--- src/rtl/insight_hart_0_d_msg_tracker_if.sv ---
// insight_hart_0_d_msg_tracker_if: D-channel probe signals plus the record drain channel
interface insight_hart_0_d_msg_tracker_if #(parameter int MAX_SIZE = 6);
  logic                d_valid;
  logic                d_ready;
  logic [2:0]          d_opcode;
  logic [1:0]          d_param;
  logic [3:0]          d_size;
  logic [2:0]          d_source;
  logic                d_sink;
  logic                d_denied;
  logic                d_corrupt;
  logic [63:0]         d_data;
  logic                rec_valid;
  logic                rec_ready;
  logic [2:0]          rec_opcode;
  logic [1:0]          rec_param;
  logic [3:0]          rec_size;
  logic [2:0]          rec_source;
  logic                rec_sink;
  logic                rec_denied;
  logic                rec_corrupt;
  logic [MAX_SIZE-3:0] rec_beats;
  logic [63:0]         rec_sig;
  logic                rec_err;
  modport master (
    output d_valid, d_ready, d_opcode, d_param, d_size, d_source, d_sink, d_denied, d_corrupt, d_data, rec_ready,
    input  rec_valid, rec_opcode, rec_param, rec_size, rec_source, rec_sink, rec_denied, rec_corrupt, rec_beats,
           rec_sig, rec_err
  );
  modport slave (
    input  d_valid, d_ready, d_opcode, d_param, d_size, d_source, d_sink, d_denied, d_corrupt, d_data, rec_ready,
    output rec_valid, rec_opcode, rec_param, rec_size, rec_source, rec_sink, rec_denied, rec_corrupt, rec_beats,
           rec_sig, rec_err
  );
endinterface

--- src/rtl/insight_hart_0_d_msg_tracker.sv ---
// insight_hart_0_d_msg_tracker: reassembles observed D beats into message records queued for the trace packetiser
// Ports: clock/reset_n (async active-low); bus = probe inputs + rec_* ready/valid record drain;
// clear zeroes msg_count/drop_count/overflow_sticky/proto_err_sticky; proto_err pulses on protocol violations.
module insight_hart_0_d_msg_tracker #(
  parameter int DEPTH    = 4,
  parameter int MAX_SIZE = 6
) (
  input  logic                          clock,
  input  logic                          reset_n,
  insight_hart_0_d_msg_tracker_if.slave bus,
  input  logic                          clear,
  output logic [31:0]                   msg_count,
  output logic [15:0]                   drop_count,
  output logic                          overflow_sticky,
  output logic                          proto_err,
  output logic                          proto_err_sticky
);
  localparam int BW = MAX_SIZE - 2;
  localparam int AW = $clog2(DEPTH);
  typedef struct packed {
    logic [2:0]    opcode;
    logic [1:0]    param;
    logic [3:0]    size;
    logic [2:0]    source;
    logic          sink;
    logic          denied;
    logic          corrupt;
    logic [BW-1:0] beats;
    logic [63:0]   sig;
    logic          err;
  } rec_t;
  typedef enum logic {IDLE, BURST} state_t;
  state_t        state_q, state_d;
  rec_t          acc_q, acc_d, beat, rec, out;
  rec_t          mem_q [DEPTH];
  rec_t          mem_d [DEPTH];
  logic [BW-1:0] exp_q, exp_d, exp_n;
  logic [AW-1:0] wp_q, wp_d, rp_q, rp_d;
  logic [AW:0]   cnt_q, cnt_d;
  logic [31:0]   msg_count_q, msg_count_d;
  logic [15:0]   drop_count_q, drop_count_d;
  logic          ovf_q, ovf_d, perr_q, perr_sticky_q, perr_sticky_d;
  logic          fire, is_data, illegal, mismatch, last, push, perr, valid, pop, full, wr, drop;
  assign fire     = bus.d_valid & bus.d_ready;
  assign is_data  = bus.d_opcode == 3'd1 || bus.d_opcode == 3'd5;
  assign illegal  = is_data && bus.d_size > 4'(MAX_SIZE);
  // Illegal sizes close as a single beat rather than waiting for a burst of unknown length
  assign exp_n    = (!is_data || bus.d_size <= 4'd3 || illegal) ? BW'(1) : BW'(1) << (bus.d_size - 4'd3);
  assign mismatch = bus.d_opcode != acc_q.opcode || bus.d_size != acc_q.size || bus.d_source != acc_q.source;
  assign last     = acc_q.beats + BW'(1) == exp_q;
  always_ff @(posedge clock or negedge reset_n) begin
    if (!reset_n) state_q <= IDLE;
    else          state_q <= state_d;
  end
  always_comb begin
    state_d = state_q;
    if (fire && state_q == IDLE && exp_n != BW'(1)) state_d = BURST;
    if (fire && state_q == BURST && (mismatch || last)) state_d = IDLE;
  end
  always_comb begin
    beat  = '{opcode: bus.d_opcode, param: bus.d_param, size: bus.d_size, source: bus.d_source, sink: bus.d_sink,
              denied: bus.d_denied, corrupt: bus.d_corrupt, beats: BW'(1), sig: bus.d_data, err: illegal};
    acc_d = acc_q;
    exp_d = exp_q;
    rec   = beat;
    push  = 1'b0;
    perr  = 1'b0;
    if (fire && state_q == IDLE) begin
      if (exp_n == BW'(1)) begin
        push = 1'b1;
        perr = illegal;
      end else begin
        acc_d = beat;
        exp_d = exp_n;
      end
    end else if (fire) begin
      if (mismatch) begin
        // The offending beat is dropped; only what was accumulated so far is reported
        rec     = acc_q;
        rec.err = 1'b1;
        push    = 1'b1;
        perr    = 1'b1;
      end else begin
        acc_d.denied  = acc_q.denied | bus.d_denied;
        acc_d.corrupt = acc_q.corrupt | bus.d_corrupt;
        acc_d.sig     = acc_q.sig ^ bus.d_data;
        acc_d.beats   = acc_q.beats + BW'(1);
        rec           = acc_d;
        push          = last;
      end
    end
  end
  assign valid = cnt_q != '0;
  assign pop   = valid & bus.rec_ready;
  assign full  = cnt_q == (AW + 1)'(DEPTH);
  // A pop in the same cycle frees the slot, so a full FIFO still accepts the push
  assign wr    = push & (~full | pop);
  assign drop  = push & full & ~pop;
  always_comb begin
    mem_d = mem_q;
    if (wr) mem_d[wp_q] = rec;
    wp_d          = wp_q + AW'(wr);
    rp_d          = rp_q + AW'(pop);
    cnt_d         = cnt_q + (AW + 1)'(wr) - (AW + 1)'(pop);
    msg_count_d   = clear ? '0 : msg_count_q + 32'(wr);
    drop_count_d  = clear ? '0 : drop_count_q + 16'(drop && drop_count_q != 16'hffff);
    ovf_d         = ~clear & (ovf_q | drop);
    perr_sticky_d = ~clear & (perr_sticky_q | perr);
  end
  always_ff @(posedge clock or negedge reset_n) begin
    if (!reset_n) begin
      for (int i = 0; i < DEPTH; i++) mem_q[i] <= '0;
      acc_q         <= '0;
      exp_q         <= '0;
      wp_q          <= '0;
      rp_q          <= '0;
      cnt_q         <= '0;
      msg_count_q   <= '0;
      drop_count_q  <= '0;
      ovf_q         <= 1'b0;
      perr_q        <= 1'b0;
      perr_sticky_q <= 1'b0;
    end else begin
      mem_q         <= mem_d;
      acc_q         <= acc_d;
      exp_q         <= exp_d;
      wp_q          <= wp_d;
      rp_q          <= rp_d;
      cnt_q         <= cnt_d;
      msg_count_q   <= msg_count_d;
      drop_count_q  <= drop_count_d;
      ovf_q         <= ovf_d;
      perr_q        <= perr;
      perr_sticky_q <= perr_sticky_d;
    end
  end
  assign out             = valid ? mem_q[rp_q] : '0;
  assign bus.rec_valid   = valid;
  assign bus.rec_opcode  = out.opcode;
  assign bus.rec_param   = out.param;
  assign bus.rec_size    = out.size;
  assign bus.rec_source  = out.source;
  assign bus.rec_sink    = out.sink;
  assign bus.rec_denied  = out.denied;
  assign bus.rec_corrupt = out.corrupt;
  assign bus.rec_beats   = out.beats;
  assign bus.rec_sig     = out.sig;
  assign bus.rec_err     = out.err;
  assign msg_count        = msg_count_q;
  assign drop_count       = drop_count_q;
  assign overflow_sticky  = ovf_q;
  assign proto_err        = perr_q;
  assign proto_err_sticky = perr_sticky_q;
endmodule

--- src/flat_wrapper.sv ---
// flat-port wrapper written by rule: the top's interface ports become plain ports
module insight_hart_0_d_msg_tracker_flat 
#(
  parameter int DEPTH    = 4,
  parameter int MAX_SIZE = 6
)
  (clock, reset_n, clear, msg_count, drop_count, overflow_sticky, proto_err, proto_err_sticky, bus_d_valid, bus_d_ready, bus_d_opcode, bus_d_param, bus_d_size, bus_d_source, bus_d_sink, bus_d_denied, bus_d_corrupt, bus_d_data, bus_rec_ready, bus_rec_valid, bus_rec_opcode, bus_rec_param, bus_rec_size, bus_rec_source, bus_rec_sink, bus_rec_denied, bus_rec_corrupt, bus_rec_beats, bus_rec_sig, bus_rec_err);
  insight_hart_0_d_msg_tracker_if #(.MAX_SIZE(MAX_SIZE)) bus_i ();
  input  logic clock;
  input  logic reset_n;
  input  logic clear;
  output logic [31:0] msg_count;
  output logic [15:0] drop_count;
  output logic overflow_sticky;
  output logic proto_err;
  output logic proto_err_sticky;
  input wire logic [$bits(bus_i.d_valid)-1:0] bus_d_valid;
  input wire logic [$bits(bus_i.d_ready)-1:0] bus_d_ready;
  input wire logic [$bits(bus_i.d_opcode)-1:0] bus_d_opcode;
  input wire logic [$bits(bus_i.d_param)-1:0] bus_d_param;
  input wire logic [$bits(bus_i.d_size)-1:0] bus_d_size;
  input wire logic [$bits(bus_i.d_source)-1:0] bus_d_source;
  input wire logic [$bits(bus_i.d_sink)-1:0] bus_d_sink;
  input wire logic [$bits(bus_i.d_denied)-1:0] bus_d_denied;
  input wire logic [$bits(bus_i.d_corrupt)-1:0] bus_d_corrupt;
  input wire logic [$bits(bus_i.d_data)-1:0] bus_d_data;
  input wire logic [$bits(bus_i.rec_ready)-1:0] bus_rec_ready;
  output wire logic [$bits(bus_i.rec_valid)-1:0] bus_rec_valid;
  output wire logic [$bits(bus_i.rec_opcode)-1:0] bus_rec_opcode;
  output wire logic [$bits(bus_i.rec_param)-1:0] bus_rec_param;
  output wire logic [$bits(bus_i.rec_size)-1:0] bus_rec_size;
  output wire logic [$bits(bus_i.rec_source)-1:0] bus_rec_source;
  output wire logic [$bits(bus_i.rec_sink)-1:0] bus_rec_sink;
  output wire logic [$bits(bus_i.rec_denied)-1:0] bus_rec_denied;
  output wire logic [$bits(bus_i.rec_corrupt)-1:0] bus_rec_corrupt;
  output wire logic [$bits(bus_i.rec_beats)-1:0] bus_rec_beats;
  output wire logic [$bits(bus_i.rec_sig)-1:0] bus_rec_sig;
  output wire logic [$bits(bus_i.rec_err)-1:0] bus_rec_err;
  assign bus_i.d_valid = bus_d_valid;
  assign bus_i.d_ready = bus_d_ready;
  assign bus_i.d_opcode = bus_d_opcode;
  assign bus_i.d_param = bus_d_param;
  assign bus_i.d_size = bus_d_size;
  assign bus_i.d_source = bus_d_source;
  assign bus_i.d_sink = bus_d_sink;
  assign bus_i.d_denied = bus_d_denied;
  assign bus_i.d_corrupt = bus_d_corrupt;
  assign bus_i.d_data = bus_d_data;
  assign bus_i.rec_ready = bus_rec_ready;
  assign bus_rec_valid = bus_i.rec_valid;
  assign bus_rec_opcode = bus_i.rec_opcode;
  assign bus_rec_param = bus_i.rec_param;
  assign bus_rec_size = bus_i.rec_size;
  assign bus_rec_source = bus_i.rec_source;
  assign bus_rec_sink = bus_i.rec_sink;
  assign bus_rec_denied = bus_i.rec_denied;
  assign bus_rec_corrupt = bus_i.rec_corrupt;
  assign bus_rec_beats = bus_i.rec_beats;
  assign bus_rec_sig = bus_i.rec_sig;
  assign bus_rec_err = bus_i.rec_err;
  insight_hart_0_d_msg_tracker #(.DEPTH(DEPTH), .MAX_SIZE(MAX_SIZE)) u_core (.clock(clock), .reset_n(reset_n), .bus(bus_i), .clear(clear), .msg_count(msg_count), .drop_count(drop_count), .overflow_sticky(overflow_sticky), .proto_err(proto_err), .proto_err_sticky(proto_err_sticky));
endmodule
--- config.mk ---
export PLATFORM = sky130hd
export DESIGN_NAME = insight_hart_0_d_msg_tracker_flat
export DESIGN_NICKNAME = d
export VERILOG_FILES = /design/src/rtl/insight_hart_0_d_msg_tracker_if.sv /design/src/rtl/insight_hart_0_d_msg_tracker.sv /design/src/flat_wrapper.sv
export SDC_FILE = /design/constraint.sdc
export NUM_CORES = 1
export LEC_CHECK = 0
export BUFFER_PORTS_ARGS = -buffer_cell sky130_fd_sc_hd__buf_2
export CAP_MARGIN = 20
export CORE_ASPECT_RATIO = 2
export CORE_MARGIN = 8
export CORE_UTILIZATION = 35
export CTS_BUF_LIST = sky130_fd_sc_hd__clkbuf_4 sky130_fd_sc_hd__clkbuf_8
export CTS_CLUSTER_SIZE = 10
export DETAILED_ROUTE_END_ITERATION = 6
export PLACE_DENSITY = 0.5
export SLEW_MARGIN = 15
export SYNTH_ARGS = -nofsm -noshare
export SYNTH_HDL_FRONTEND = slang
export SYNTH_SLANG_ARGS = --single-unit
export TNS_END_PERCENT = 100
--- constraint.sdc ---
create_clock -name clock -period 3.7 [get_ports clock]
set_clock_uncertainty 0.2 [all_clocks]
set_input_delay 0.185 -clock clock [delete_from_list [all_inputs] [get_ports clock]]
set_output_delay 0.185 -clock clock [all_outputs]
set_load 0.1 [all_outputs]
==> results of run 1 <==
==> worst paths after layout <==
kind / startpoint / cells past startpoint / slack (ns) / to
worst max-delay path: u_core.acc_q[65]$_DFFE_PN0P_ / 13 / 0.30 / u_core.msg_count[16]$_DFF_PN0_
worst min-delay path: reset_n / 3 / 0.12 / u_core.acc_q[62]$_DFFE_PN0P_
worst max register to register: u_core.acc_q[65]$_DFFE_PN0P_ / 13 / 0.30 / u_core.msg_count[16]$_DFF_PN0_
worst min register to register: u_core.acc_q[0]$_DFFE_PN0P_ / 1 / 0.30 / u_core.acc_q[0]$_DFFE_PN0P_
max in group asynchronous: reset_n / 3 / 2.66 / u_core.acc_q[33]$_DFFE_PN0P_
min in group clock: bus_d_denied / 3 / 0.15 / u_core.acc_q[70]$_DFFE_PN0P_
==> placed cells by master, fill, tap and decap left out, types with 24 or more instances in the layout <==
master and n:
a21oi_1 268, and2_1 90, buf_2 219, buf_4 38, clkbuf_4 24, clkbuf_8 99, dfrtp_1 481, dlygate4sd3_1 85
mux2_2 284, mux2_4 60, mux2i_1 65, mux4_2 84, nand2_1 130, nand3_1 85, nor2_1 49, o21ai_0 78
xor2_1 40
==> logic make-up after synthesis <==
| kind of cell | after synthesis |
|---|---|
| and+or+nand+nor | 418 |
| muxes | 493 |
| buffers and inverters | 141 |
| adders and majority gates | 12 |
| xor gates and xnor gates | 64 |
| DFF | 483 |
| AOI/OAI and AO/OA | 361 |
==> synth_stat cells, drive strengths merged, types with 23 or more instances <==
cell | n | area share
clkbuf | 73 | 0.011
buf | 58 | 0.013
mux4 | 84 | 0.079
dfrtp | 483 | 0.50
o21ai | 79 | 0.016
and2 | 90 | 0.023
xor2 | 40 | 0.015
mux2i | 65 | 0.027
nor2 | 50 | 0.0078
nand2 | 130 | 0.020
nand3 | 85 | 0.018
xnor2 | 23 | 0.0084
mux2 | 344 | 0.17
a21oi | 268 | 0.056
==> power by group <==
part	total [mW]	internal (mW)	switching [mW]	leakage, nW
Sequential	8.28	7.15	1.13	6.08
Clock	4.73	2.62	2.11	0.846
Combinational	14.1	4.54	9.54	5.60
Total	27.1	14.3	12.8	12.5
==> per-layer routing <==
metal / track usage / vias to the layer above
met4: 0.04237 / 10
met3: 0.03466 / 82
li1: - / 7767
met1: 0.2201 / 8256
met5: 0 / -
met2: 0.2540 / 325
==> repair_timing <==
item / 4_1_cts / 5_1_grt
buffers inserted: 0 / 4
resized for setup: 0 / 9
setup endpoints to repair: 0 / 16
hold endpoints to repair: 916 / 0
hold buffers: 86 / 0
==> registers in the layout, indices dropped and copies added (netlist names) <==
name                     count
u_core.msg_count            32
u_core.mem_q               336
u_core.drop_count           16
u_core.proto_err             1
u_core.exp_q                 4
u_core.overflow_sticky       1
u_core.wp_q                  2
u_core.cnt_q                 3
u_core.state_q               1
u_core.proto_err_sticky      1
u_core.rp_q                  2
u_core.acc_q                84
==> cell type report <==
| type | instances | area (um2) | area share |
|---|---|---|---|
| Sequential cell | 483 | 12090 | 0.4181 |
| Multi-Input combinational cell | 1348 | 11420 | 0.3948 |
| Timing Repair Buffer | 363 | 2655 | 0.09179 |
| Clock buffer | 123 | 1543 | 0.05334 |
| Tap cell | 897 | 1122 | 0.03880 |
| Inverter | 10 | 37.54 | 0.001298 |
| Clock inverter | 6 | 30.03 | 0.001038 |
| Antenna cell | 9 | 22.52 | 0.0007786 |
==> worst register-to-register path, delay by kind of cell, from the launching register on <==
kind / cells / cell delay (ns)
buffers and inverters: 2 / 0.39
DFF: 1 / 0.40
and+or+nand+nor: 6 / 1.45
adders and majority gates: 2 / 0.35
xor gates and xnor gates: 1 / 0.19
AOI/OAI and AO/OA: 2 / 0.33
==> through the flow <==
stage          total power, mW  setup WS (ns)  instance area [um2]  hold WS, ns
2_1_floorplan            19.68        0.06789                24040      -0.3106
3_3_place_gp             22.38        0.06085                26370      0.04897
3_5_place_dp             22.52        0.05139                26370      0.03743
4_1_cts                  27.50        0.06428                28820      0.05553
5_1_grt                  28.48        0.05443                28920       0.1083
6_report                 27.10         0.2992                28930       0.1170
==> results.yml, run 1 <==
outcome:
  status: "finished clean"
placement:
  hpwl_um: 38960
  gp_congestion: 0.7441
  io_buffers: 220
  dp_cells: 3011
drt:
  post_drt_wl_per_cell_um: 19.41
  wl_um: 62860
  drtIter0Drc: 876
  wl_met3_um: 3176
  routedLengthMet1_um: 29510
  via_per_inst: 5.076
  dr_total_vias: 16440
  top_layer: "met5"
  drtAntennaViolNets: 0
  drc: 0
  drtPass1Iterations: 5
  wl_met2_um: 29080
yosys:
  synth_top_family_by_area: "multiplexers"
  synthMuxAreaShare: 0.2763
  yosys_warnings: 0
  synthesis.instances: 1972
  synth_fa_ha_area_frac: 0.006560
  ys_ff_latch: 483
  synth_compound_area_frac: 0.07710
  synth_simple_gate_area_share: 0.08736
  synth_fp_nets: 2069
  synth-edff-count: 0
  synth_area_mm2: 0.02403
  async_flop_share: 1.000
  synthDistinctLibCells: 43
  yosys_most_used_dff: "dfrtp_1"
  ys_seq_area_frac: 0.5029
  synth_xor_area_frac: 0.02390
  postSynthAreaPerCell_um2: 12.19
min_path:
  hold_class: "primary input to async pin"
setup_path:
  crit_family: "simple AND/OR/NAND/NOR gates"
  cp.required_ns: 4.02
  critPathBufInv: 2
  critPathMaxStageDelay_ns: 0.42
  crit_chain: "buf_4 > nand3_1 > xnor2_1 > or3_1 > o211a_4 > nor2_4 > ha_4 > ha_2 > and4_1 > nand4b_1 > buf_4 > or3_1 > a21oi_1"
  cp_data_arrival_time_ns: 3.72
  cp_max_fo: 7
  worstSetupEndpointType: "register"
  cp-start-kind: "register"
  critPathKind: "register to register"
  slowest_stage: "or3_1"
die:
  die-height_um: 386.6
  start_util: 0.3513
  ios: 221
  num_rows: 136
  die_w_um: 201.3
  dieArea_mm2: 0.07781
  core-area_mm2: 0.06841
power_and_ir_drop:
  power.leakage_nw: 12.52
  p_per_area_mw_per_mm2: 936.8
  vdd_drop_max_uv: 1182
sta:
  finalSetupViolations: 0
  tns_ns: 0
  rsz0062_at_grt: "no"
  drv_slew: 0
  fin_crit_sh: 0.9191
  fmax_mhz: 294.0
  fin_crit_ns: 3.401
  relSlewSlack: 0.3552
  hold_violations: 0
  tightest_slew_ns: 0.9672
cells_and_area:
  area_growth_pct: 20.36
  fin_nets: 2380
  final_cells: 3239
  fin_util: 0.4228
  fillers: 6512
  drive_above_1_share: 0.3652
clock_tree:
  cts_tree: "done"
  cts_max_level: 3
  clk_path_buf_depth: 3
  cts-root-buf: "clkbuf_8"
  clock_sinks: 483
  clk_latency_ns: 0.62
  clkTransAtPathRegs_ns: 0.06
  cts_inserted_buffers: 77
grt:
  first_global_vias: 16730
  grt_overflow: 0
  grt_usage: 0.1602
  grt_pass1_wl_um: 100200
  grt_max_degree: 149
  antenna_found_initial: 15
job:
  drv_cap: 0
(Power assumes the default switching activity.)
==> run 2, diff against run 1 <==
--- a/config.mk
+++ b/config.mk
@@ -8,12 +8,12 @@
 export BUFFER_PORTS_ARGS = -buffer_cell sky130_fd_sc_hd__buf_2
 export CAP_MARGIN = 20
 export CORE_ASPECT_RATIO = 2
-export CORE_MARGIN = 8
-export CORE_UTILIZATION = 35
+export CORE_MARGIN = 1.5
+export CORE_UTILIZATION = 40
 export CTS_BUF_LIST = sky130_fd_sc_hd__clkbuf_4 sky130_fd_sc_hd__clkbuf_8
 export CTS_CLUSTER_SIZE = 10
 export DETAILED_ROUTE_END_ITERATION = 6
-export PLACE_DENSITY = 0.5
+export PLACE_DENSITY = 0.56
 export SLEW_MARGIN = 15
 export SYNTH_ARGS = -nofsm -noshare
 export SYNTH_HDL_FRONTEND = slang
==> run 2 against run 1 <==
Via count increased by 3.6%. Critical path type unchanged. Sequential share of layout area increased by 0.10 points. Highest routed layer unchanged. Sequential cell count did not move. Critical endpoint is now u_core.msg_count[26]$_DFF_PN0_. Worst hold slack worse by 0.0055 ns. Combinational power about the same. Largest power group unchanged.
==> results.yml, run 2 (synthesis results as in run 1) <==
min_path:
  hold_start: "bus_d_param[0]"
  worstHoldEndpoint: "u_core.acc_q[79]$_DFFE_PN0P_"
  hold_depth: 3
  hold_class: "primary input to register"
setup_path:
  crit_chain: "buf_4 > nand3_1 > xnor2_1 > or3_1 > o211a_2 > nor2_4 > ha_2 > ha_2 > and4_1 > nand4b_1 > nor3_2 > buf_4 > nand3_1 > xor2_1 > nor2_1"
  worstSetupEndpointType: "register"
  cp-start-kind: "register"
  critPathMaxStageDelay_ns: 0.41
  slowest_stage: "dfrtp_1"
  rr_startpoint: "u_core.acc_q[65]$_DFFE_PN0P_"
  critPathKind: "register to register"
  ff2ff_setup_slack_ns: 0.28
  startpoint: "u_core.acc_q[65]$_DFFE_PN0P_"
  cp.required_ns: 4.00
  cp_max_fo: 4
  cp_data_arrival_time_ns: 3.72
  reg2reg_depth: 15
  r2r-end: "u_core.msg_count[26]$_DFF_PN0_"
grt:
  grt_overflow: 0
  first_global_vias: 18100
  antenna_found_initial: 16
  grt_pass1_wl_um: 102200
  grt_usage: 0.2156
  grt_max_degree: 101
die:
  ios: 221
  dieArea_mm2: 0.06165
  die-height_um: 349.7
  die_w_um: 176.3
  core-area_mm2: 0.05928
  num_rows: 126
  start_util: 0.4054
sta:
  finalSetupViolations: 0
  fin_crit_sh: 0.9238
  rsz0062_at_grt: "no"
  hold_violations: 0
  tns_ns: 0
  relSlewSlack: 0.2708
  tightest_slew_ns: 1.094
  fmax_mhz: 292.6
  fin_crit_ns: 3.418
  drv_slew: 0
clock_tree:
  clk_path_buf_depth: 3
  clkTransAtPathRegs_ns: 0.06
  cts-root-buf: "clkbuf_8"
  cts_tree: "done"
  clk_latency_ns: 0.67
  clock_sinks: 483
  cts_inserted_buffers: 76
  cts_max_level: 3
cells_and_area:
  final_cells: 3116
  drive_above_1_share: 0.3658
  fin_nets: 2380
  area_growth_pct: 20.06
  largest-register: "u_core.mem_q"
  final_cell_mix: "481 x dfrtp_1, 284 x mux2_2, 268 x a21oi_1"
  layout_commonest_cell: "dfrtp_1"
  largest_reg_flops: 336
drt:
  wl_um: 65110
  via_per_inst: 5.464
  dr_total_vias: 17030
  drc: 0
  drtAntennaViolNets: 0
  post_drt_wl_per_cell_um: 20.89
  drtPass1Iterations: 5
  drtIter0Drc: 857
power_and_ir_drop:
  pwr-share-clk: 0.180
  cell_internal_pwr_mw: 14.42
  combPwrFrac: 0.519
  pwr-share-seq: 0.301
  switching_share: 0.4745
  p_per_area_mw_per_mm2: 951.2
  vdd_drop_max_uv: 974.9
  power.leakage_nw: 12.55
  p_sw_mw: 13.02
placement:
  dp_cells: 2881
  hpwl_um: 40960
  gp_congestion: 0.7902
  io_buffers: 220
job:
  drv_cap: 0
outcome:
  status: "finished clean"
-- run 2: changes by cell type in the layout (fill, tap and decap cells not counted), sizes merged --
| cell | change |
|---|---|
| dlygate4sd3 | +4 |
| inv | +1 |
| clkinvlp | +4 |
| clkbuf | -6 |
| buf | -3 |
| diode | -1 |
| clkinv | +4 |
| bufinv | +3 |
-- run 2: cell type report --
| cell class | instances | area [um2] |
|---|---|---|
| Inverter | 10 | 37.54 |
| Clock buffer | 117 | 1460 |
| Multi-Input combinational cell | 1348 | 11410 |
| Sequential cell | 483 | 12090 |
| Fill cell | 5433 | 30420 |
| Clock inverter | 18 | 178.9 |
| Antenna cell | 8 | 20.02 |
| Timing Repair Buffer | 364 | 2698 |
| Tap cell | 768 | 960.9 |
-- run 2: how the worst max path moves through the flow --
| stage | endpoint | slack [ns] | cells after the start |
|---|---|---|---|
| floorplan | u_core.msg_count[30]$_DFF_PN0_ | 0.07 | 15 |
| global route | u_core.msg_count[26]$_DFF_PN0_ | 0.005 | 15 |
| global placement | u_core.msg_count[31]$_DFF_PN0_ | 0.12 | 15 |
| CTS | u_core.msg_count[31]$_DFF_PN0_ | 0.09 | 14 |
| detailed placement | u_core.msg_count[31]$_DFF_PN0_ | 0.07 | 15 |
| finish | u_core.msg_count[26]$_DFF_PN0_ | 0.28 | 15 |
-- run 2: through the flow --
step                hold slack (ns)  utilization  total power, mW  cell area [um2]  setup slack (ns)
finish                       0.1116       0.4868            27.45            28860            0.2818
global route                0.09996       0.4867            28.74            28850          0.004911
CTS                         0.04302       0.4857            27.84            28790           0.09210
detailed placement         -0.06175       0.4425            22.67            26230           0.07016
global placement           -0.06542       0.4425            22.37            26230            0.1158
floorplan                   -0.3106            -            19.68            24040           0.06789
-- run 2: repair_timing --
action                     in CTS  in global routing
hold endpoints to repair      929                  0
buffers inserted                0                  2
setup endpoints to repair       0                 14
gates resized for setup         0                  7
hold buffers                   90                  0
-- run 2: power groups by stage --
| stage | sequential [mW] | clock (mW) | combinational (mW) |
|---|---|---|---|
| 6_report | 8.25 | 4.94 | 14.3 |
| 5_1_grt | 8.50 | 5.36 | 14.9 |
| 4_1_cts | 8.25 | 5.14 | 14.4 |
| 3_5_place_dp | 8.34 | 0 | 14.3 |
| 3_3_place_gp | 8.19 | 0 | 14.2 |
| 2_1_floorplan | 7.86 | 0 | 11.8 |
-- run 2: critical path: cells and delay by family, from the launching register on --
family | cells | cell delay [ns]
fa+ha+maj | 2 | 0.40
xor+xnor | 2 | 0.34
compound gates | 1 | 0.18
buf+inv | 2 | 0.33
simple gates | 8 | 1.42
flops | 1 | 0.41
-- run 2: layer usage --
metal  vias to the layer above  GRT usage  share of wire
met5                         -          0         0.0015
met4                        16    0.09297          0.031
met3                       121    0.04292          0.048
met2                       407     0.3843           0.52
met1                      8730     0.2485           0.40
li1                       7753          -              -
